File: src/rtl/morse_key_arbiter.sv
// Synchronizes and debounces the local and remote Morse keys, then grants one talker at a time
// with an idle hold-off. Optional KEY_TX_GATE_EN forwards the local key to tx_out only while local owns the channel.
module morse_key_arbiter #(
  parameter int DEBOUNCE_MS = 5,
  parameter int HOLDOFF_MS  = 1000
) (
  input  logic clk,
  input  logic rst_n,
  input  logic key_local,
  input  logic key_remote,
  output logic key_out,
  output logic talker,
  output logic talker_switch,
  output logic busy,
  output logic tx_out
);

  localparam int DW = $clog2(DEBOUNCE_MS + 1);
  localparam int HW = $clog2(HOLDOFF_MS + 1);

  typedef enum logic [1:0] {
    ST_IDLE,
    ST_LOCAL,
    ST_REMOTE
  } state_t;

  // Channel 0 is the local key, channel 1 the remote key.
  logic [1:0] key_raw;
  logic [1:0] deb_level;

  assign key_raw = {key_remote, key_local};

  genvar gi;
  generate
    for (gi = 0; gi < 2; gi++) begin : g_deb
      logic          sync1_q;
      logic          sync2_q;
      logic          deb_q;
      logic          deb_d;
      logic [DW-1:0] cnt_q;
      logic [DW-1:0] cnt_d;

      // Counts consecutive disagreeing samples; any agreeing sample restarts the count.
      always_comb begin
        deb_d = deb_q;
        cnt_d = '0;
        if (sync2_q != deb_q) begin
          if (cnt_q == DW'(DEBOUNCE_MS - 1)) begin
            deb_d = ~deb_q;
          end else begin
            cnt_d = cnt_q + DW'(1);
          end
        end
      end

      always_ff @(posedge clk or negedge rst_n) begin
        if (!rst_n) begin
          sync1_q <= 1'b0;
          sync2_q <= 1'b0;
          deb_q   <= 1'b0;
          cnt_q   <= '0;
        end else begin
          sync1_q <= key_raw[gi];
          sync2_q <= sync1_q;
          deb_q   <= deb_d;
          cnt_q   <= cnt_d;
        end
      end

      assign deb_level[gi] = deb_q;
    end
  endgenerate

  logic deb_local;
  logic deb_remote;

  assign deb_local  = deb_level[0];
  assign deb_remote = deb_level[1];

  state_t        state_q, state_d;
  logic [HW-1:0] idle_cnt_q, idle_cnt_d;
  logic          key_out_q, key_out_d;
  logic          talker_q, talker_d;
  logic          switch_q, switch_d;
  logic          busy_q, busy_d;
  logic          owner_key;

  always_comb begin
    state_d    = state_q;
    idle_cnt_d = idle_cnt_q;
    talker_d   = talker_q;
    switch_d   = 1'b0;
    owner_key  = 1'b0;
    key_out_d  = 1'b0;

    case (state_q)
      ST_IDLE: begin
        idle_cnt_d = '0;
        // Remote has priority when both keys are down together.
        if (deb_remote) begin
          state_d  = ST_REMOTE;
          talker_d = 1'b0;
          switch_d = talker_q;
        end else if (deb_local) begin
          state_d  = ST_LOCAL;
          talker_d = 1'b1;
          switch_d = ~talker_q;
        end
      end
      ST_LOCAL, ST_REMOTE: begin
        owner_key = (state_q == ST_LOCAL) ? deb_local : deb_remote;
        if (owner_key) begin
          idle_cnt_d = '0;
        end else if (idle_cnt_q >= HW'(HOLDOFF_MS - 1)) begin
          state_d    = ST_IDLE;
          idle_cnt_d = '0;
        end else begin
          idle_cnt_d = idle_cnt_q + HW'(1);
        end
      end
      default: begin
        state_d    = ST_IDLE;
        idle_cnt_d = '0;
      end
    endcase

    case (state_d)
      ST_LOCAL:  key_out_d = deb_local;
      ST_REMOTE: key_out_d = deb_remote;
      default:   key_out_d = 1'b0;
    endcase
    busy_d = (state_d != ST_IDLE);
  end

  always_ff @(posedge clk or negedge rst_n) begin
    if (!rst_n) begin
      state_q    <= ST_IDLE;
      idle_cnt_q <= '0;
      key_out_q  <= 1'b0;
      talker_q   <= 1'b0;
      switch_q   <= 1'b0;
      busy_q     <= 1'b0;
    end else begin
      state_q    <= state_d;
      idle_cnt_q <= idle_cnt_d;
      key_out_q  <= key_out_d;
      talker_q   <= talker_d;
      switch_q   <= switch_d;
      busy_q     <= busy_d;
    end
  end

`ifdef KEY_TX_GATE_EN
  logic tx_out_q, tx_out_d;

  // Forward the local key only once the upcoming state is a local grant.
  always_comb begin
    tx_out_d = (state_d == ST_LOCAL) & deb_local;
  end

  always_ff @(posedge clk or negedge rst_n) begin
    if (!rst_n) begin
      tx_out_q <= 1'b0;
    end else begin
      tx_out_q <= tx_out_d;
    end
  end

  assign tx_out = tx_out_q;
`else
  assign tx_out = deb_local;
`endif

  assign key_out       = key_out_q;
  assign talker        = talker_q;
  assign talker_switch = switch_q;
  assign busy          = busy_q;

endmodule
File: config.mk
export PLATFORM = sky130hd
export DESIGN_NAME = morse_key_arbiter
export DESIGN_NICKNAME = d
export VERILOG_FILES = /design/src/rtl/morse_key_arbiter.sv
export SDC_FILE = /design/constraint.sdc
export NUM_CORES = 1
export LEC_CHECK = 0
export BUFFER_PORTS_ARGS = -buffer_cell sky130_fd_sc_hd__clkbuf_2
export CAP_MARGIN = 20
export CORE_MARGIN = 1
export CORE_UTILIZATION = 58
export DETAILED_ROUTE_END_ITERATION = 8
export PLACE_DENSITY = 0.78
export SETUP_SLACK_MARGIN = 0.02
export SYNTH_ARGS = -nofsm -noshare
export SYNTH_HDL_FRONTEND = slang
export SYNTH_SLANG_ARGS = --single-unit
export TNS_END_PERCENT = 5
File: constraint.sdc
create_clock -name clk -period 2.8 [get_ports clk]
set_clock_uncertainty 0.15 [all_clocks]
set_input_delay 0.28 -clock clk [delete_from_list [all_inputs] [get_ports clk]]
set_output_delay 0.28 -clock clk [all_outputs]
set_load 0.01 [all_outputs]
After elaboration in Yosys (flattened, before gate mapping) --
Index checks and enable logic that the tools add are counted.
Storage, ports and cells: input port bits 4, word-level logic and storage cells 55, output and inout bits 5, bits in registers 28
Cells by class: bitwise operators 3, add/subtract/negate cells 3, muxes and demuxes 19, eq/ne operators 8, magnitude comparators 1, reduce and logical (&&, ||, !) cells 7
Operators with widths (count):
- 2-to-1 mux 10 bit | 3
- 2-to-1 mux 3 bit | 4
- adder 10 x 1 -> 10 bit (second input constant) | 1
- greater-or-equal comparator 10 bit (second input constant) | 1
- 2-to-1 mux 2 bit | 4
- adder 3 x 1 -> 3 bit (second input constant) | 2
- == test 3 bit (second input constant) | 2
- 2-to-1 mux 1 bit | 6
- AND reduction 2 bit | 3
- == test 2 x 1 -> 1 bit (second input constant) | 2
- == test 2 bit (second input constant) | 2
- one-hot mux 2 bit (2 select lines) | 1
- nonzero test 2 bit | 2
- NOT 1 bit | 3
- zero test 2 bit | 1
- != test 1 bit | 2
- one-hot mux 1 bit (2 select lines) | 1
- OR reduction 2 bit | 1

Longest topological paths before layout --
Gate-level depths: netlist of the first run.
word-level depth 6, depth in mapped cells 8, gate-level depth less buffers 8

Least setup slack after synthesis of the first run --
No wires, ideal clock.
path kind reg-to-reg, start point register state_q[1], end point register key_out_q (netlist: key_out), data arrival time 1956 ps, required time 2527 ps, setup slack 571 ps, buffers on the path 0, cell stages (with the launch flop) 9, setup time 123 ps, period minus slack after synthesis 2229 ps, path through dfrtp_1 inv_1 ha_1 mux2_2 o41a_1 o22a_1 ha_1 a22oi_1 nor2b_1
Between the ends: longest elaborated chain between the ends 6, elaborated cells between the ends (all ways) 13, classes of those cells eq/ne (4); mux (7); reduce/logical (2)
Ends and longest elaborated chain:
- from (decl) | RTL line 80 | state_t state_q, state_d;
- from (signal assigned) | RTL line 144 | state_q <= state_d;
- == test 2 x 1 -> 1 bit
- 2-to-1 mux 1 bit | RTL line 111 | owner_key = (state_q == ST_LOCAL) ? deb_local : deb_remote;
- 2-to-1 mux 2 bit | RTL line 112 | if (owner_key) begin
- one-hot mux 2 bit (2 select lines) (*) | RTL line 96 | case (state_q)
- named net state_d[0] | RTL line 80
- == test 2 bit or == test 2 x 1 -> 1 bit (tied branches) | RTL line 127 | case (state_d)
- one-hot mux 1 bit (2 select lines) (*) | RTL line 127
- named net key_out_d | RTL line 82 | logic key_out_q, key_out_d;
- to (signal assigned) | RTL line 146 | key_out_q <= key_out_d;
- to (decl) | RTL line 82
Mark *: on every way through the listed nets, which the timed path passes. The rest lies on a longest branch. A chain may end at the register's enable or synchronous reset.

Worst setup path in the final report of the first run --
Ends and elaborated chain as after synthesis.

==> out/metrics.yaml, run 1 <==
status:
  run_status: "complete, no violations"
route:
  post_drt_wl_per_cell_um: 13.3
  drc: 0
  dr.pass1.iters: 4
  vias: 911
  wl_mm: 2.19
  vias_per_cell: 5.55
  ant_nets: 0
  first_iter_violations: 5
synthesis:
  syn_area_per_cell_sq_um: 11.1
  yosys_warnings: 0
  async_flop_share_pct: 100
  ys_ff_latch: 28
  syn_nets: 138
  ys_seq_area_share_pct: 51.3
  synth_cell_types: 32
  synth_ff_type: "dfrtp_1"
  synth_edf_count: 0
  netlist_instances: 123
  netlist_area_sq_um: 1370
floorplan:
  die-area_sq_um: 2550
  die_w_um: 50.5
  num_rows: 17
  core_area_sq_um: 2210
  start_util_pct: 61.7
  die_y_um: 50.5
  ios: 9
global_routing:
  track_usage_pct: 20.4
  grt_pass1_wl_mm: 3.87
  antenna_found_initial: 0
  grt_pass1_vias: 917
  grt_start_max_net_pins: 29
  overflow: 0
clocking:
  clockRootBuffer: "clkbuf_4"
  ctsHtreeMaxLevel: 1
  clk_latency_ns: 0.33
  tritoncts: "done"
  ctsResizeCount: 0
  cts_setup_buffers: 0
  clock_sinks: 28
  path_clk_slew_ns: 0.15
  cts.path.max_buffers: 2
  cts_made_buffers: 3
place:
  place.gp.congestion: 0.771
  dp_hpwl_mm: 1.50
  dp.cells: 157
  port-buffer-count: 8
worst_setup_path:
  start_kind: "flip-flop"
  crit_arrival_ns: 2.51
  cp.required_ns: 2.88
  crit_slowest_cell: "dfrtp_1"
  worstSetupPathType: "flip-flop to flip-flop"
  cpMostUsedCell: "ha_1"
  path_buf_inv: 1
  end_kind: "flip-flop"
  cp_cell_sequence: "inv_1 -> ha_1 -> mux2_2 -> o41a_1 -> o22a_1 -> ha_1 -> a22oi_1 -> nor2b_1"
  cpPeakStageDelay_ns: 0.45
  crit_family: "compound AO/OA/AOI/OAI gates"
  crit_path_max_fanout: 5
pwr:
  irDropWorstVdd_uv: 537
  leakage_nw: 0.683
  powerDensity_nw_per_um2: 889
timing:
  tns_ns: 0
  slew_headroom_pct: 54.3
  finalSetupViolCount: 0
  tightestPinTransition_ns: 0.685
  grt_setup_unrepaired: "false"
  max_freq_mhz: 411
  fin_crit_sh_pct: 86.8
  period_needed_ns: 2.43
  report.final.slew_viol_count: 0
  hold_viol: 0
cells_and_area:
  syn2layout_area_growth_pct: 9.90
  fin_nets: 152
  final_util_pct: 67.8
  antennaDiodeCount: 0
  layout_common_cells: "28 x dfrtp_1, 11 x inv_1, 11 x ha_1"
  layout.cells.non_filler: 164
  fillers: 171
  drive_above_1_share_pct: 14.0
  final_common_cell: "dfrtp_1"
hold_path:
  min_path_type: "flip-flop to flip-flop"
flow_run:
  max_cap_violations: 0
==> flip-flops by register name, indices dropped and copies added, names as in the netlist <==
name           count
idle_cnt_q        10
g_deb.cnt_q        6
g_deb.sync1_q      2
g_deb.sync2_q      2
state_q            2
busy               1
deb_remote         1
key_out            1
talker             1
talker_switch      1
tx_out             1
==> where the power goes <==
part	leakage, nW	internal, mW	switching [mW]
Clock	0.0279	0.145	0.117
Combinational	0.289	0.227	0.255
Sequential	0.366	0.496	0.0932
==> metal layers <==
metal | share of wire (%) | GRT usage, %
met1 | 47 | 25.6
met2 | 49 | 35.3
met3 | 1.9 | 2.73
met4 | 1.3 | 8.33
met5 | 0 | 0
==> cells in the mapped netlist (3+ instances only) <==
master   count  area [sq um]
a21oi_1      8          40.0
dfrtp_1     28           701
ha_1        11           138
inv_1       11          41.3
mux2_2       3          33.8
nand2_1      7          26.3
nand3_1      4          20.0
nor2_1       9          33.8
nor2b_1      5          31.3
nor3b_1      4          30.0
o21ai_0      5          25.0
xnor2_1      3          26.3
==> cell type report <==
cell class	count	area [sq um]	share of cell area, %
clock buffers	3	22.5	1.50
clock inverters	1	30.0	2.00
inverters	11	41.3	2.75
flip-flops and latches	28	701	46.7
multi-input cells	82	601	40.0
repair buffers	11	70.1	4.67
well taps	28	35.0	2.34
==> repair_timing <==
action                     in CTS  in global routing
hold buffers                    3                  0
hold endpoints to repair       30                  0
setup endpoints to repair       0                  0
==> worst paths after layout <==
check / start / endpoint / slack (ns) / cells past startpoint
setup / recovery: state_q[1]$_DFF_PN0_ / key_out$_DFF_PN0_ / 0.37 / 8
hold / removal: g_deb[1].sync1_q$_DFF_PN0_ / g_deb[1].sync2_q$_DFF_PN0_ / 0.22 / 0
setup reg to reg: state_q[1]$_DFF_PN0_ / key_out$_DFF_PN0_ / 0.37 / 8
hold reg to reg: g_deb[1].sync1_q$_DFF_PN0_ / g_deb[1].sync2_q$_DFF_PN0_ / 0.22 / 0
max in group asynchronous: rst_n / deb_remote$_DFFE_PN0P_ / 1.71 / 2
min in group asynchronous: rst_n / g_deb[0].cnt_q[0]$_DFF_PN0_ / 0.35 / 2
==> through the flow <==
stage / setup slack, ns / total power, mW / hold WS [ns] / area (sq um)
final: 0.369 / 1.33 / 0.217 / 1500
after global routing: 0.313 / 1.43 / 0.223 / 1500
after CTS: 0.381 / 1.34 / 0.220 / 1500
after detailed placement: 0.410 / 1.07 / 0.186 / 1420
after global placement: 0.532 / 1.03 / 0.182 / 1420
after floorplan: 0.571 / 0.962 / -0.166 / 1370
==> cell families after synthesis <==
logic type | synth area share, %
AOI/OAI and AO/OA | 11.4
xor gates and xnor gates | 3.21
adders and majority gates | 10.1
buffers and inverters | 4.67
DFF | 51.3
muxes | 3.94
and+or+nand+nor | 15.4
Power figures use the tool's default switching activity.
==> inputs of run 2 (changes only) <==
--- a/config.mk
+++ b/config.mk
@@ -8,9 +8,9 @@
 export BUFFER_PORTS_ARGS = -buffer_cell sky130_fd_sc_hd__clkbuf_2
 export CAP_MARGIN = 20
 export CORE_MARGIN = 1
-export CORE_UTILIZATION = 58
+export CORE_UTILIZATION = 45
 export DETAILED_ROUTE_END_ITERATION = 8
-export PLACE_DENSITY = 0.78
+export PLACE_DENSITY = 0.63
 export SETUP_SLACK_MARGIN = 0.02
 export SYNTH_ARGS = -nofsm -noshare
 export SYNTH_HDL_FRONTEND = slang
==> run 2 against run 1 <==
Compared with the run above:
- sequential power is essentially flat
- sequential cell count did not move
- final cell count increased by 1.8%
- first-iteration DRC count rose to 5.0 times the previous value
- maximum frequency up 3.2%
- largest cell class unchanged
- largest power group unchanged
- highest routed layer unchanged
==> out/metrics.yaml, run 2 (synthesized netlist as in run 1, its figures left out) <==
status:
  run_status: "complete, no violations"
route:
  drc: 0  # unchanged
  dr.pass1.iters: 3  # -1
  vias: 899  # -1.3%
  wl_mm: 2.03  # -7.2%
  ant_nets: 0  # unchanged
  post_drt_wl_per_cell_um: 12.2  # -8.9%
  vias_per_cell: 5.38  # -3.1%
  first_iter_violations: 25  # +20
timing:
  fin_hold_ws_ns: 0.219  # +0.00139 ns
  fin_crit_sh_pct: 84.2  # -2.7 points
  tns_ns: 0  # unchanged
  grt_setup_unrepaired: "false"
  slew_headroom_pct: 55.3  # +0.92 points
  period_needed_ns: 2.36  # -0.0744 ns
  max_freq_mhz: 424  # +3.2%
  report.final.slew_viol_count: 0  # unchanged
  tightestPinTransition_ns: 0.670  # -0.0148 ns
  finalSetupViolCount: 0  # unchanged
  hold_viol: 0  # unchanged
global_routing:
  overflow: 0  # unchanged
  grt_pass1_vias: 870  # -5.1%
  antenna_found_initial: 0  # unchanged
  grt_pass1_wl_mm: 3.79  # -2.1%
  track_usage_pct: 14.9  # -5.5 points
  grt_start_max_net_pins: 29  # unchanged
cells_and_area:
  final_common_cell: "dfrtp_1"
  layout_common_cells: "28 x dfrtp_1, 11 x inv_1, 11 x ha_1"
  final_util_pct: 53.0  # -15 points
  layout.cells.non_filler: 167  # +1.8%
  drive_above_1_share_pct: 14.0  # unchanged
  largestRegisters: "idle_cnt_q (10), g_deb.cnt_q (6)"
  antennaDiodeCount: 0  # unchanged
  largest-register: "idle_cnt_q"
  syn2layout_area_growth_pct: 8.98
  largest_reg_flops: 10  # unchanged
  fin_nets: 152  # unchanged
  final_cell_area_sq_um: 1490  # -0.83%
clocking:
  cts_made_buffers: 3  # unchanged
  tritoncts: "done"
  clk_latency_ns: 0.32  # about the same
  path_clk_slew_ns: 0.14  # about the same
  ctsHtreeMaxLevel: 1  # unchanged
  cts_setup_buffers: 0  # unchanged
  cts.path.max_buffers: 2  # unchanged
  clock_sinks: 28  # unchanged
  clockRootBuffer: "clkbuf_4"
worst_setup_path:
  worstSetupPathType: "flip-flop to flip-flop"
  cp.required_ns: 2.88  # about the same
  end_kind: "flip-flop"
  crit_arrival_ns: 2.44  # -0.07 ns
  start_kind: "flip-flop"
  crit_path_max_fanout: 5  # unchanged
pwr:
  powerDensity_nw_per_um2: 838  # -5.8%
  leakage_nw: 0.676  # -1.0%
  irDropWorstVdd_uv: 474  # -12%
hold_path:
  min_path_type: "flip-flop to flip-flop"
flow_run:
  max_cap_violations: 0  # unchanged
floorplan:
  core_area_sq_um: 2810  # +27%
  die_y_um: 57.1  # +13%
  start_util_pct: 48.7  # -13 points
  die_w_um: 57.1  # +13%
  ios: 9  # unchanged
  num_rows: 19  # +2
  die-area_sq_um: 3260  # +28%
place:
  placed_cell_area_sq_um: 1420  # +0.26%
  dp_hpwl_mm: 1.53  # +2.6%
  port-buffer-count: 8  # unchanged
  place.gp.congestion: 0.719  # -6.7%
  dp.cells: 160  # +1.9%
==> run 2: cell type report <==
class	count	area [sq um]
flip-flops and latches	28	701
inverters	11	41.3
clock buffers	4	36.3
fillers	260	1320
multi-input cells	82	601
repair buffers	11	70.1
well taps	31	38.8
==> run 2: stage by stage <==
step,setup slack (ns),power [mW]
finish,0.444,1.25
global route,0.325,1.37
CTS,0.425,1.27
detailed placement,0.431,1.07
global placement,0.524,1.04
floorplan,0.571,0.962
==> run 2: repair_timing <==
item | CTS | global route
gates resized for setup | 0 | 0
endpoints found under the hold margin | 30 | 0
hold buffers | 3 | 0
==> run 2: worst paths after layout <==
kind / startpoint / end / slack, ns / cells past startpoint
worst max-delay path: state_q[1]$_DFF_PN0_ / key_out$_DFF_PN0_ / 0.44 / 8
worst min-delay path: g_deb[0].sync1_q$_DFF_PN0_ / g_deb[0].sync2_q$_DFF_PN0_ / 0.22 / 0
worst max register to register: state_q[1]$_DFF_PN0_ / key_out$_DFF_PN0_ / 0.44 / 8
worst min register to register: g_deb[0].sync1_q$_DFF_PN0_ / g_deb[0].sync2_q$_DFF_PN0_ / 0.22 / 0
max in group asynchronous: rst_n / idle_cnt_q[7]$_DFF_PN0_ / 1.72 / 2
min in group asynchronous: rst_n / talker_switch$_DFF_PN0_ / 0.35 / 2
==> run 2: critical path, stage by stage, from the launching register on <==
cell	delay (ns)
dfrtp_1	0.44
inv_1	0.09
ha_1	0.19
mux2_2	0.34
o41a_1	0.36
o22a_1	0.25
ha_1	0.20
a22oi_1	0.18
nor2b_1	0.06
==> run 2: report_power, final <==
| part | total [mW] | internal [mW] | switching (mW) |
|---|---|---|---|
| registers | 0.587 | 0.496 | 0.0909 |
| clock network | 0.189 | 0.0796 | 0.109 |
| logic | 0.471 | 0.226 | 0.245 |
==> run 2: routing by layer <==
| metal | routed length [um] | global-route usage, % | vias to the layer above |
|---|---|---|---|
| met5 | 0 | 0 | - |
| met4 | 17 | 2.09 | 0 |
| met3 | 58 | 4.76 | 2 |
| met2 | 1060 | 26.9 | 10 |
| met1 | 897 | 17.9 | 440 |
| li1 | - | - | 447 |
==> inputs of run 3 (changes only) <==
==> constraint.sdc (replaced) <==
create_clock -name clk -period 2.2 [get_ports clk]
set_clock_uncertainty 0.15 [all_clocks]
set_input_delay 0.22 -clock clk [delete_from_list [all_inputs] [get_ports clk]]
set_output_delay 0.22 -clock clk [all_outputs]
set_load 0.01 [all_outputs]
==> run 3 against run 2 <==
Compared with the run above:
- the run now ends with design-rule violations, negative setup slack left
- wire length grew 16%
- final cell count grew 7.8%
- register-to-register slack lost 0.48 ns
- clock-buffer cell count is the same
- first-iteration DRC count grew 84%
- global-route usage grew 1.6 points
- worst setup slack lost 0.48 ns
- maximum frequency grew 5.6%
- largest cell class unchanged
- highest routed layer is now met3
==> out/metrics.yaml, run 3 (synthesized netlist as in run 1, its figures left out) <==
clocking:
  clock_sinks: 28  # unchanged
  path_clk_slew_ns: 0.15  # about the same
  clockRootBuffer: "clkbuf_4"
  clk_latency_ns: 0.32  # about the same
  cts_made_buffers: 3  # unchanged
  ctsHtreeMaxLevel: 1  # unchanged
  cts.path.max_buffers: 2  # unchanged
  tritoncts: "done"
status:
  run_status: "finished with violations"
  violations: "design-rule violations, negative setup slack"
place:
  place.gp.congestion: 0.748  # +4.1%
  dp.cells: 169  # +5.6%
  dp_hpwl_mm: 1.69  # +10%
  port-buffer-count: 8  # unchanged
global_routing:
  use_met1_pct: 20.3  # +2.4 points
  use_met3_pct: 2.72  # -2.0 points
  grt_start_max_net_pins: 29  # unchanged
  grt_pass1_vias: 981  # +13%
  antenna_found_initial: 0  # unchanged
  busiest_layer: "met2"
  track_usage_pct: 16.5  # +1.6 points
  met2_usage_pct: 29.6  # +2.7 points
  overflow: 0  # unchanged
  grt_pass1_wl_mm: 4.10  # +8.2%
timing:
  slew_headroom_pct: 54.5  # -0.77 points
  finalSetupViolCount: 1  # +1
  period_needed_ns: 2.23  # -0.124 ns
  grt_setup_unrepaired: "true"
  hold_viol: 0  # unchanged
  fin_crit_sh_pct: 101  # +17 points
  report.final.slew_viol_count: 0  # unchanged
  tns_ns: -0.0322  # -0.0322 ns
  tightestPinTransition_ns: 0.683  # +0.0127 ns
  max_freq_mhz: 448  # +5.6%
  setup_ws_ns: -0.0322  # -0.476 ns
worst_setup_path:
  r2r-start: "state_q[1]$_DFF_PN0_"
  startpoint: "state_q[1]$_DFF_PN0_"
  r2r_cells: 8  # unchanged
  end_kind: "flip-flop"
  crit_slowest_cell: "dfrtp_1"
  cpPeakStageDelay_ns: 0.42  # -0.02 ns
  start_kind: "flip-flop"
  crit_path_max_fanout: 4  # -1
  r2r-end: "key_out$_DFF_PN0_"
  worstSetupPathType: "flip-flop to flip-flop"
  r2r_slack_ns: -0.03  # -0.48 ns
  path_buf_inv: 1  # unchanged
  crit_arrival_ns: 2.31  # -0.13 ns
  cp_cell_sequence: "inv_2 -> ha_4 -> mux2_4 -> o41a_1 -> o22a_1 -> ha_2 -> a22oi_2 -> nor2b_1"
  crit_family: "compound AO/OA/AOI/OAI gates"
  cp.required_ns: 2.28  # -0.60 ns
pwr:
  comb_power_share_pct: 47.2  # +9.4 points
  p_int_mw: 1.17  # +46%
  sw_frac_of_total_pct: 35.5  # -0.26 points
  clkPwrFrac_pct: 13.7  # -1.5 points
  seq_power_share_pct: 39.1  # -8.0 points
  power_switching_uw: 644  # +45%
  irDropWorstVdd_uv: 646  # +36%
  p_total_mw: 1.82  # +46%
  leakage_nw: 0.750  # +11%
  powerDensity_nw_per_um2: 1110  # +33%
route:
  dr.pass1.iters: 7  # +4
  vias_per_cell: 5.26  # -2.3%
  vias: 947  # +5.3%
  post_drt_wl_per_cell_um: 13.1  # +8.0%
  ant_nets: 0  # unchanged
  drc: 2  # +2
  wl_mm: 2.37  # +16%
  first_iter_violations: 46  # +84%
cells_and_area:
  fin_nets: 165  # +8.6%
  largestRegisters: "idle_cnt_q (10), g_deb.cnt_q (6)"
  syn2layout_area_growth_pct: 19.5
  drive_above_1_share_pct: 26.2  # +12 points
  layout.cells.non_filler: 180  # +7.8%
  largest_reg_flops: 10  # unchanged
  largest-register: "idle_cnt_q"
  register_area_sq_um: 701  # unchanged
  final_common_cell: "dfrtp_1"
  layout_common_cells: "28 x dfrtp_1, 13 x buf_4, 10 x inv_1"
  fillers: 234  # -10%
  antennaDiodeCount: 0  # unchanged
  multi_input_area_sq_um: 647  # +7.7%
floorplan:
  die_y_um: 57.1  # unchanged
  die_w_um: 57.1  # unchanged
  core_area_sq_um: 2810  # unchanged
  die-area_sq_um: 3260  # unchanged
  num_rows: 19  # unchanged
  ios: 9  # unchanged
  start_util_pct: 48.7  # unchanged
hold_path:
  min_to: "g_deb[0].sync2_q$_DFF_PN0_"
  min_path_type: "flip-flop to flip-flop"
  holdPathStages: 0  # unchanged
  hp-start: "g_deb[0].sync1_q$_DFF_PN0_"
flow_run:
  max_cap_violations: 0  # unchanged
==> run 3: power by group through the flow <==
stage | logic (mW) | clock network, mW | registers, mW
after floorplan | 0.497 | 0 | 0.728
after global placement | 0.696 | 0 | 0.709
after detailed placement | 0.743 | 0 | 0.713
after CTS | 0.805 | 0.262 | 0.709
after global routing | 0.968 | 0.278 | 0.725
final | 0.857 | 0.248 | 0.710
==> run 3: through the flow <==
step                      util [%]  hold WS, ns  setup WS (ns)  area, sq um
after floorplan                  -       -0.226        -0.0290         1370
after global placement        53.1        0.140       -0.00804         1490
after detailed placement      53.1        0.146        -0.0778         1490
after CTS                     57.1        0.226        -0.0826         1600
after global routing          58.2        0.239        -0.0984         1630
final                         58.2        0.221        -0.0322         1630
==> run 3: how the worst max path moves through the flow <==
stage,end,slack (ns),cells after the start
floorplan,key_out$_DFF_PN0_,-0.03,8
global placement,key_out$_DFF_PN0_,-0.008,8
detailed placement,key_out$_DFF_PN0_,-0.08,8
CTS,key_out$_DFF_PN0_,-0.08,8
global route,key_out$_DFF_PN0_,-0.1,8
finish,key_out$_DFF_PN0_,-0.03,8
==> run 3: area by class of cell <==
class	instances	area share (%)
Tap cell	31	2.38
Sequential cell	28	42.9
Clock buffer	4	2.22
Timing Repair Buffer	24	10.3
Inverter	11	2.53
Multi-Input combinational cell	82	39.6
==> run 3: worst reg2reg max path: cells and delay by family, from the launching register on <==
kind,cells,cell delay [ns]
simple gates,1,0.06
flops,1,0.42
mux,1,0.29
buf+inv,1,0.08
compound gates,3,0.81
fa+ha+maj,2,0.33
==> run 3: per-layer routing <==
metal | wire length (um) | share of wire, %
met1 | 1110 | 47
met2 | 1210 | 51
met3 | 42 | 1.8
met4 | 0 | 0
met5 | 0 | 0
==> run 3: what timing repair did <==
| item | in CTS | in global routing |
|---|---|---|
| endpoints found under the hold margin | 30 | 0 |
| setup buffers | 3 | 1 |
| hold buffers | 3 | 0 |
| resized for setup | 6 | 3 |
| cloned | 0 | 0 |
| setup endpoints to repair | 1 | 2 |
| pin swaps | 3 | 2 |
